## config.mk

```make
export PLATFORM = sky130hd
export DESIGN_NAME = mac_sequencer
export DESIGN_NICKNAME = d
export VERILOG_FILES = /design/src/rtl/mac_seq_pkg.sv /design/src/rtl/mac_seq_delay_line.sv /design/src/rtl/mac_sequencer.sv
export SDC_FILE = /design/constraint.sdc
export NUM_CORES = 1
export LEC_CHECK = 0
export BUFFER_PORTS_ARGS = -buffer_cell sky130_fd_sc_hd__buf_2
export CORE_ASPECT_RATIO = 1.4
export CORE_MARGIN = 2
export CORE_UTILIZATION = 39
export CTS_CLUSTER_SIZE = 8
export DETAILED_ROUTE_END_ITERATION = 8
export PLACE_DENSITY = 0.52
export SLEW_MARGIN = 0
export SYNTH_ARGS = -nofsm -noshare
export SYNTH_HDL_FRONTEND = slang
export SYNTH_HIERARCHICAL = 1
export SYNTH_SLANG_ARGS = --single-unit
```

## constraint.sdc

```tcl
create_clock -name clk -period 2.5 [get_ports clk]
set_input_delay 0.25 -clock clk [delete_from_list [all_inputs] [get_ports clk]]
set_output_delay 0.25 -clock clk [all_outputs]
set_load 0.005 [all_outputs]
```

## src/rtl/mac_seq_pkg.sv

```systemverilog
// mac_seq_pkg
// Shared definitions for the MAC sequencer: parameter defaults, fixed
// output-port widths, a helper that derives counter widths from counts,
// and the sequencer state enum.
// No ports (package).

package mac_seq_pkg;

  // Layer-geometry defaults: 4 input chunks of 10 channels, 5 output groups
  // of 16 channels, a 32x32 feature map, 10-cycle MAC pipeline.
  localparam int DATA_CHUNKS_DEF = 4;
  localparam int OC_GROUPS_DEF   = 5;
  localparam int PIXELS_DEF      = 1024;
  localparam int PIPE_LAT_DEF    = 10;

  // Widths of the externally visible address and index ports.
  localparam int FMAP_ADDR_W  = 12;
  localparam int PARAM_ADDR_W = 5;
  localparam int PIX_W        = 10;
  localparam int GRP_W        = 3;

  // Bits needed to count 0..n-1; never less than one bit.
  function automatic int cnt_width(input int n);
    return (n > 1) ? $clog2(n) : 1;
  endfunction

  localparam int C_W_DEF = cnt_width(DATA_CHUNKS_DEF);
  localparam int R_W_DEF = cnt_width(OC_GROUPS_DEF);
  localparam int P_W_DEF = cnt_width(PIXELS_DEF);

  typedef enum logic [1:0] {
    IDLE  = 2'd0,
    RUN   = 2'd1,
    DRAIN = 2'd2
  } state_e;

endpackage

```

## src/rtl/mac_seq_delay_line.sv

```systemverilog
// mac_seq_delay_line
// DEPTH-stage shift register carrying {valid, last_chunk, pixel, group}
// alongside the MAC pipeline so results can be tagged at the data_out tap.
// A new entry is shifted in every cycle; idle cycles enter as valid=0.
// Ports:
//   clk, rstn      clock, asynchronous active-low reset
//   flush          clears every valid bit at the next edge
//   in_valid/in_last/in_pix/in_grp   entry for stage 0
//   tap_valid/tap_last/tap_pix/tap_grp  last stage
//   any_valid      some stage holds a valid entry

module mac_seq_delay_line #(
  parameter int DEPTH = 10,
  parameter int P_W   = 10,
  parameter int R_W   = 3
) (
  input  logic           clk,
  input  logic           rstn,
  input  logic           flush,
  input  logic           in_valid,
  input  logic           in_last,
  input  logic [P_W-1:0] in_pix,
  input  logic [R_W-1:0] in_grp,
  output logic           tap_valid,
  output logic           tap_last,
  output logic [P_W-1:0] tap_pix,
  output logic [R_W-1:0] tap_grp,
  output logic           any_valid
);

  logic [DEPTH-1:0] valid_q, valid_d;
  logic [DEPTH-1:0] last_q, last_d;
  logic [P_W-1:0]   pix_q [DEPTH];
  logic [P_W-1:0]   pix_d [DEPTH];
  logic [R_W-1:0]   grp_q [DEPTH];
  logic [R_W-1:0]   grp_d [DEPTH];

  genvar gi;
  generate
    for (gi = 0; gi < DEPTH; gi++) begin : g_stage
      if (gi == 0) begin : g_head
        assign valid_d[gi] = in_valid & ~flush;
        assign last_d[gi]  = in_last;
        assign pix_d[gi]   = in_pix;
        assign grp_d[gi]   = in_grp;
      end else begin : g_body
        assign valid_d[gi] = valid_q[gi-1] & ~flush;
        assign last_d[gi]  = last_q[gi-1];
        assign pix_d[gi]   = pix_q[gi-1];
        assign grp_d[gi]   = grp_q[gi-1];
      end
    end
  endgenerate

  always_ff @(posedge clk or negedge rstn) begin
    if (!rstn) begin
      valid_q <= '0;
      last_q  <= '0;
      for (int i = 0; i < DEPTH; i++) begin
        pix_q[i] <= '0;
        grp_q[i] <= '0;
      end
    end else begin
      valid_q <= valid_d;
      last_q  <= last_d;
      pix_q   <= pix_d;
      grp_q   <= grp_d;
    end
  end

  assign tap_valid = valid_q[DEPTH-1];
  assign tap_last  = last_q[DEPTH-1];
  assign tap_pix   = pix_q[DEPTH-1];
  assign tap_grp   = grp_q[DEPTH-1];
  assign any_valid = |valid_q;

endmodule

```

## src/rtl/mac_sequencer.sv

```systemverilog
// mac_sequencer
// Walks one convolution layer pass through a MAC: for every pixel, every
// output-channel group, every input chunk it issues an fmap/parameter
// address pair with mac_in_valid, then tags finished results PIPE_LAT
// cycles later at the MAC output.
// Optional feature: define MAC_SEQ_PERF_EN to add perf_stall_cycles.
// Ports:
//   clk, rstn         clock, asynchronous active-low reset
//   start, abort      launch a pass / cancel it (abort has priority)
//   fmap_rdy          fmap buffer can supply the addressed word
//   busy, done        pass in progress / one-cycle completion pulse
//   fmap_addr         pixel*DATA_CHUNKS + chunk
//   param_addr        group*DATA_CHUNKS + chunk
//   mac_in_valid      issue beat to the MAC
//   adder_rst         accumulator clear, coincides with out_valid
//   out_valid/out_pix/out_grp  finished 16-channel result and its tag
//   perf_stall_cycles (MAC_SEQ_PERF_EN) RUN cycles spent waiting on fmap

module mac_sequencer
  import mac_seq_pkg::*;
#(
  parameter int DATA_CHUNKS = DATA_CHUNKS_DEF,
  parameter int OC_GROUPS   = OC_GROUPS_DEF,
  parameter int PIXELS      = PIXELS_DEF,
  parameter int PIPE_LAT    = PIPE_LAT_DEF
) (
  input  logic                    clk,
`ifdef MAC_SEQ_PERF_EN
  output logic [31:0]             perf_stall_cycles,
`endif
  input  logic                    rstn,
  input  logic                    start,
  input  logic                    abort,
  input  logic                    fmap_rdy,
  output logic                    busy,
  output logic                    done,
  output logic [FMAP_ADDR_W-1:0]  fmap_addr,
  output logic [PARAM_ADDR_W-1:0] param_addr,
  output logic                    mac_in_valid,
  output logic                    adder_rst,
  output logic                    out_valid,
  output logic [PIX_W-1:0]        out_pix,
  output logic [GRP_W-1:0]        out_grp
);

  localparam int C_W = cnt_width(DATA_CHUNKS);
  localparam int R_W = cnt_width(OC_GROUPS);
  localparam int P_W = cnt_width(PIXELS);

  localparam logic [C_W-1:0] C_MAX = C_W'(DATA_CHUNKS - 1);
  localparam logic [R_W-1:0] R_MAX = R_W'(OC_GROUPS - 1);
  localparam logic [P_W-1:0] P_MAX = P_W'(PIXELS - 1);

  state_e         state_q, state_d;
  logic [C_W-1:0] c_q, c_d;
  logic [R_W-1:0] r_q, r_d;
  logic [P_W-1:0] p_q, p_d;

  logic issue, last_c, last_r, last_p, flush, any_valid;
  logic tap_valid, tap_last;
  logic [P_W-1:0] tap_pix;
  logic [R_W-1:0] tap_grp;

  assign issue  = (state_q == RUN) && fmap_rdy;
  assign last_c = (c_q == C_MAX);
  assign last_r = (r_q == R_MAX);
  assign last_p = (p_q == P_MAX);

  always_ff @(posedge clk or negedge rstn) begin
    if (!rstn) begin
      state_q <= IDLE;
      c_q     <= '0;
      r_q     <= '0;
      p_q     <= '0;
    end else begin
      state_q <= state_d;
      c_q     <= c_d;
      r_q     <= r_d;
      p_q     <= p_d;
    end
  end

  always_comb begin
    state_d = state_q;
    c_d     = c_q;
    r_d     = r_q;
    p_d     = p_q;
    flush   = 1'b0;
    done    = 1'b0;
    unique case (state_q)
      IDLE: begin
        if (start && !abort) begin
          state_d = RUN;
          c_d     = '0;
          r_d     = '0;
          p_d     = '0;
        end
      end
      RUN: begin
        if (abort) begin
          state_d = IDLE;
          c_d     = '0;
          r_d     = '0;
          p_d     = '0;
          flush   = 1'b1;
        end else if (issue) begin
          // Nested odometer: chunk innermost, then group, then pixel.
          c_d = last_c ? '0 : c_q + C_W'(1);
          if (last_c) begin
            r_d = last_r ? '0 : r_q + R_W'(1);
            if (last_r) begin
              p_d = last_p ? '0 : p_q + P_W'(1);
            end
          end
          if (last_c && last_r && last_p) begin
            state_d = DRAIN;
          end
        end
      end
      DRAIN: begin
        if (abort) begin
          state_d = IDLE;
          c_d     = '0;
          r_d     = '0;
          p_d     = '0;
          flush   = 1'b1;
        end else if (!any_valid) begin
          // Pipeline has emptied: the final result left the tap last cycle.
          state_d = IDLE;
          done    = 1'b1;
        end
      end
      default: state_d = IDLE;
    endcase
  end

  assign busy         = (state_q != IDLE);
  assign mac_in_valid = issue;
  assign fmap_addr    = FMAP_ADDR_W'(p_q) * FMAP_ADDR_W'(DATA_CHUNKS) + FMAP_ADDR_W'(c_q);
  assign param_addr   = PARAM_ADDR_W'(r_q) * PARAM_ADDR_W'(DATA_CHUNKS) + PARAM_ADDR_W'(c_q);

  mac_seq_delay_line #(
    .DEPTH (PIPE_LAT),
    .P_W   (P_W),
    .R_W   (R_W)
  ) u_delay (
    .clk       (clk),
    .rstn      (rstn),
    .flush     (flush),
    .in_valid  (issue),
    .in_last   (last_c),
    .in_pix    (p_q),
    .in_grp    (r_q),
    .tap_valid (tap_valid),
    .tap_last  (tap_last),
    .tap_pix   (tap_pix),
    .tap_grp   (tap_grp),
    .any_valid (any_valid)
  );

  // A result is complete only when its final input chunk reaches the tap.
  assign out_valid = tap_valid && tap_last;
  assign adder_rst = out_valid;
  assign out_pix   = PIX_W'(tap_pix);
  assign out_grp   = GRP_W'(tap_grp);

`ifdef MAC_SEQ_PERF_EN
  logic [31:0] stall_q, stall_d;

  always_comb begin
    stall_d = stall_q;
    if (state_q == IDLE && start && !abort) begin
      stall_d = '0;
    end else if (state_q == RUN && !fmap_rdy && stall_q != '1) begin
      stall_d = stall_q + 32'd1;
    end
  end

  always_ff @(posedge clk or negedge rstn) begin
    if (!rstn) begin
      stall_q <= '0;
    end else begin
      stall_q <= stall_d;
    end
  end

  assign perf_stall_cycles = stall_q;
`endif

endmodule

```

Word level (Yosys, flattened, before mapping). Cells that the tools add are included.

Div/mod/pow operators: 0. Muxes and demuxes: 33. Equal/unequal tests: 12. Bitwise gates (word level): 11. $mul: 0. Shift operators: 0. Reductions and logical operators: 15. $add $sub $neg: 5. Order comparisons: 0.

Operators with widths (count): $mux W10 (7); $pmux W10 S3 (1); $mux W2 (11); $mux W3 (6); $add A12 B2 Y12 (1); $pmux W2 S3 (2); $add A10 B1 Y10 const B (1); $and A1 B1 Y1 (10); $eq A10 B10 Y1 const B (1); $reduce_or A10 Y1 (1); $ne A3 B3 Y1 const B (3); $pmux W3 S3 (1); $reduce_and A4 Y1 (2); $ne A3 B2 Y1 const B (2); $reduce_and A6 Y1 (1); $add A5 B2 Y5 (1); $logic_and A1 B1 Y1 (5); $mux W1 (5); $reduce_and A5 Y1 (1); $eq A2 B2 Y1 const B (2); $ne A2 B2 Y1 const B (2); $add A3 B1 Y3 const B (1); $eq A3 B3 Y1 const B (1); $reduce_bool A3 Y1 (1); 7 further kinds (7).

Input bits: 5. Bits in read-only memories: 0. Register bits after elaboration: 167. Memories: 0. Output and inout port bits: 35. Word-level logic and storage cells: 102. Bits in writable memories: 0. Latch bits: 0.

Longest topological paths before layout.
Depth in word-level cells: 7. Depth in mapped cells: 7. Depth with buffers taken out: 6.

Modules after synthesis. Netlist, hierarchy kept.

By module, submodules not included: mac_seq_delay_line (sequential area each 3753.6 um^2, cells an instance 164, instances 1, area an instance 3837.4 um^2); mac_sequencer (sequential area each 425.4 um^2, cells an instance 118, instances 1, area an instance 1203.7 um^2).

Least setup slack after synthesis. Ideal clock, no wire load.

Path type: reg-to-reg. From: register state_q[1]. To: register r_q[2]. Arrival time: 1.559 ns. Data required time: 2.373 ns. Path buffers: 0. Clock period less this slack: 1.687 ns. Cell stages (with the launch flop): 7. Setup slack: 0.813 ns. Library setup time: 0.127 ns. Path through: dfrtp_1 > inv_1 > ha_1 > nor3b_1 > a2111oi_4 > a21boi_0 > mux2i_1.

Longest elaborated chain between the ends: 4. Elaborated cells between the ends (all ways): 11. Those cells by class: 6 x eq/ne; 1 x mux; 4 x reduce/logical.

Ends and longest elaborated chain: start: declaration (line mac_sequencer.sv:54) `state_e state_q, state_d;`; start signal: assignment (line mac_sequencer.sv:76) `state_q <= state_d;`; $eq A2 B1 Y1 (line mac_sequencer.sv:64, mac_sequencer.sv:90); $logic_and A1 B1 Y1 (line mac_sequencer.sv:64) `assign issue = (state_q == RUN) && fmap_rdy;`; $ne A3 B2 Y1 (no line); $reduce_and A5 Y1 (no line); end signal: assignment (line mac_sequencer.sv:78) `r_q <= r_d;`; end: declaration (line mac_sequencer.sv:56) `logic [R_W-1:0] r_q, r_d;`.

Parallel ways exist; a longest one is shown, timed or not. A chain may end at the register's enable or synchronous reset.

Final worst setup path.
From: register state_q[0]. To: output done.

Longest elaborated chain between the ends: 2.

Ends and longest elaborated chain: $eq A2 B2 Y1 (line mac_sequencer.sv:90) `unique case (state_q)`; $mux W1 (line mac_sequencer.sv:90); end: declaration (line mac_sequencer.sv:36) `output logic done,`.

No other way between the ends.

==> reports/summary.txt <==
Initial antenna violation count - 0
WL final - 6390 um
Buf+Inv Stages, Crit Path - 2
Post-Synth Adder-Cell Area - 1.99%
Die area - 13900 um2
Post-layout min period - 1.98 ns
Status - completed
Global route total overflow - 0
Synth Instances - 282
Complex-gate fraction of the synthesized area - 6.11%
Vias - 2391
Hold Path Depth - 3
TritonCTS buffer count - 17
# clock sinks - 167
CP endpoint kind - primary output
Syn_area_per_cell - 17.9 um2
Clock slew at reported path FFs - 0.07 ns
DP Cell Count - 474
Layout Cell Area excl Fill - 6050 um2
Final Slew Violations - 0
Num ports - 40
Synthesis-stage register bit count - 167
CP required - 2.25 ns
Min-delay src - fmap_rdy
CP Launch Type - register
Nets - 354
Critical path class - register to primary output
Mux cell area share after synthesis - 0.894%
Delay of the slowest critical-path stage - 0.40 ns
H-Tree Depth - 4
Most used DFF post-synth - dfrtp_1
Crit path depth - 5
Pwr per Cell Area - 1020 nW/um2
Hold endpoint - u_delay/valid_q[0]
Cell family with most CP delay - simple AND/OR/NAND/NOR gates
Final instance count without filler cells - 507
CP max stage cell - dfrtp_1
CTS root buffer - clkbuf_16
DR WL/cell - 12.6 um
Worst hold-check path type - primary input to register
1st-iter DRT viols - 178
Die span in y - 139 um
Ant. Diodes - 0
Yosys Warn Count - 6
Post-synth EDFFs - 0
Post-CTS Setup Bufs - 0
Clock Latency Late Sink - 0.41 ns
Cell chain of the critical path - inv_1 -> ha_1 -> nor2b_2 -> nor2b_1 -> buf_2
First-pass GRT wire length - 11100 um
Slew HR - 58.8%
Core Area - 12800 um2
Via density - 4.72
Top cell type's share of synthesized area - 82.9%
Final Cycle Share - 79.3%
Synth async-reset ratio - 100%
Final clock skew - 0.00808 ns
Routability congestion estimate - 0.804
Layout Area Growth over Synthesis - 20.0%
CTS Buffer Depth - 2
CP Max Fanout - 5
R2r setup slk - 0.58 ns
Cts repair resizes - 0
Largest family of logic cells by synthesized area - simple AND/OR/NAND/NOR gates
P_leak - 3.17 nW
Commonest cells after routing, fill and taps aside - dfrtp_1 (167), buf_2 (38), clkbuf_16 (17)
Largest net degree at the start of global routing - 70
Reg-to-reg critical path startpoint - state_q[1]
Mapped Area - 5040 um2
Reg2Reg Depth - 6
Most common cell after layout, fill and taps aside - dfrtp_1
Die X - 100 um
Row count - 49
Register area share after synthesis - 82.9%
Final hold vios - 0
Synth unique cells - 42
Vias in the first global route - 2388
Post-route DRC - 0
Xor and xnor area share after synthesis - 0%
Port bufs - 39
RSZ-0062 raised after global routing - no
Main area contributors after synthesis - dfrtp_1 (83%), ha_1 (2.0%), nor2b_1 (1.5%)
GRT Total Usage - 10.4%
Net Count, Synth - 295
Worst-margin pin slew - 0.617 ns
DPL Wire Length - 4000 um
WP data arrival - 1.73 ns
FMAX - 504 MHz
Maximum VDD drop - 505 uV
Simple-gate share of the synthesized area - 6.85%
Final setup viols - 0
Worst R2R End - r_q[2]
Yosys top cell by area - dfrtp_1
Max-cap violations - 0
Share of cells above drive strength 1 - 24.6%
Drt pass-1 iters - 6
Initial Utilization - 39.5%
Final setup TNS - 0 ns
CTS tree - done
Post-detailed-route count of antenna-violating nets - 0
Area after DPL - 5430 um2
-- worst min-delay path, delay by kind of cell --
kind | cells | cell delay [ns]
AND/OR/NAND/NOR | 2 | 0.30
buffers and inverters | 1 | 0.13
-- per-layer routing --
metal / wire [um] / vias to the layer above / GRT usage, %
met2: 3040 / 74 / 15.1
met3: 327 / 13 / 3.84
met4: 155 / 0 / 6.06
met1: 2870 / 1220 / 13.4
met5: 0 / - / 0
li1: - / 1084 / -
-- where the power goes --
group,switching [mW],internal (mW),total (mW)
logic,0.349,0.237,0.586
registers,0.0894,2.91,3.00
clock network,1.08,1.52,2.60
-- flip-flops by register name, summed over array words and instances, names as in the netlist --
name / count
u_delay/valid_q: 10
r_q: 3
state_q: 2
u_delay/tap_grp: 3
u_delay/last_q: 10
p_q: 10
u_delay/tap_pix: 10
u_delay/grp_d: 27
c_q: 2
u_delay/pix_d: 90
-- timing repair --
action / CTS / global route
setup endpoints to repair: 0 / 0
hold endpoints to repair: 64 / 0
hold buffers: 1 / 0
-- stage by stage --
step | power, mW | utilization, % | worst slack [ns] | hold WS [ns]
6_report | 6.19 | 47.4 | 0.516 | 0.316
2_1_floorplan | 3.43 | - | 0.813 | -0.0456
5_1_grt | 6.48 | 47.4 | 0.403 | 0.297
4_1_cts | 6.28 | 47.4 | 0.496 | 0.273
3_5_place_dp | 3.64 | 42.6 | 0.610 | 0.282
3_3_place_gp | 3.61 | 42.6 | 0.678 | 0.270
-- cell usage after synthesis (2+ instances only) --
cell	n
dfrtp_1	167
o2bb2ai_1	3
nand4_1	3
o21ai_0	5
a22o_1	3
o31ai_1	4
nor4_1	4
and2_1	4
nand2_1	6
nor3_1	2
o211ai_1	4
inv_1	6
nand3_1	7
nor2b_1	12
a31oi_1	3
a21oi_1	5
and3_1	3
buf_4	4
nand2b_4	2
mux2i_1	3
ha_1	8
nor2_1	4
-- how the worst max path moves through the flow --
stage	startpoint	endpoint	slack, ns
floorplan	state_q[1]	r_q[2]	0.81
global placement	p_q[0]	p_q[7]	0.68
detailed placement	state_q[1]	r_q[2]	0.61
CTS	state_q[0]	done	0.50
global route	state_q[0]	done	0.40
finish	state_q[0]	done	0.52
-- cell type report --
type	count	area (um2)
clock buffers	17	425
inverters	6	22.5
well taps	153	191
clock inverters	15	181
flip-flops and latches	167	4180
multi-input cells	104	798
fillers	1113	6710
repair buffers	45	249
-- cell families after synthesis --
logic type               after synthesis
adder cells (fa/ha/maj)                8
buffers and inverters                 11
flip-flops                           167
multiplexers                           4
AND/OR/NAND/NOR                       55
AO/OA/AOI/OAI                         37
Note: power is estimated with default switching activity, not from simulation.
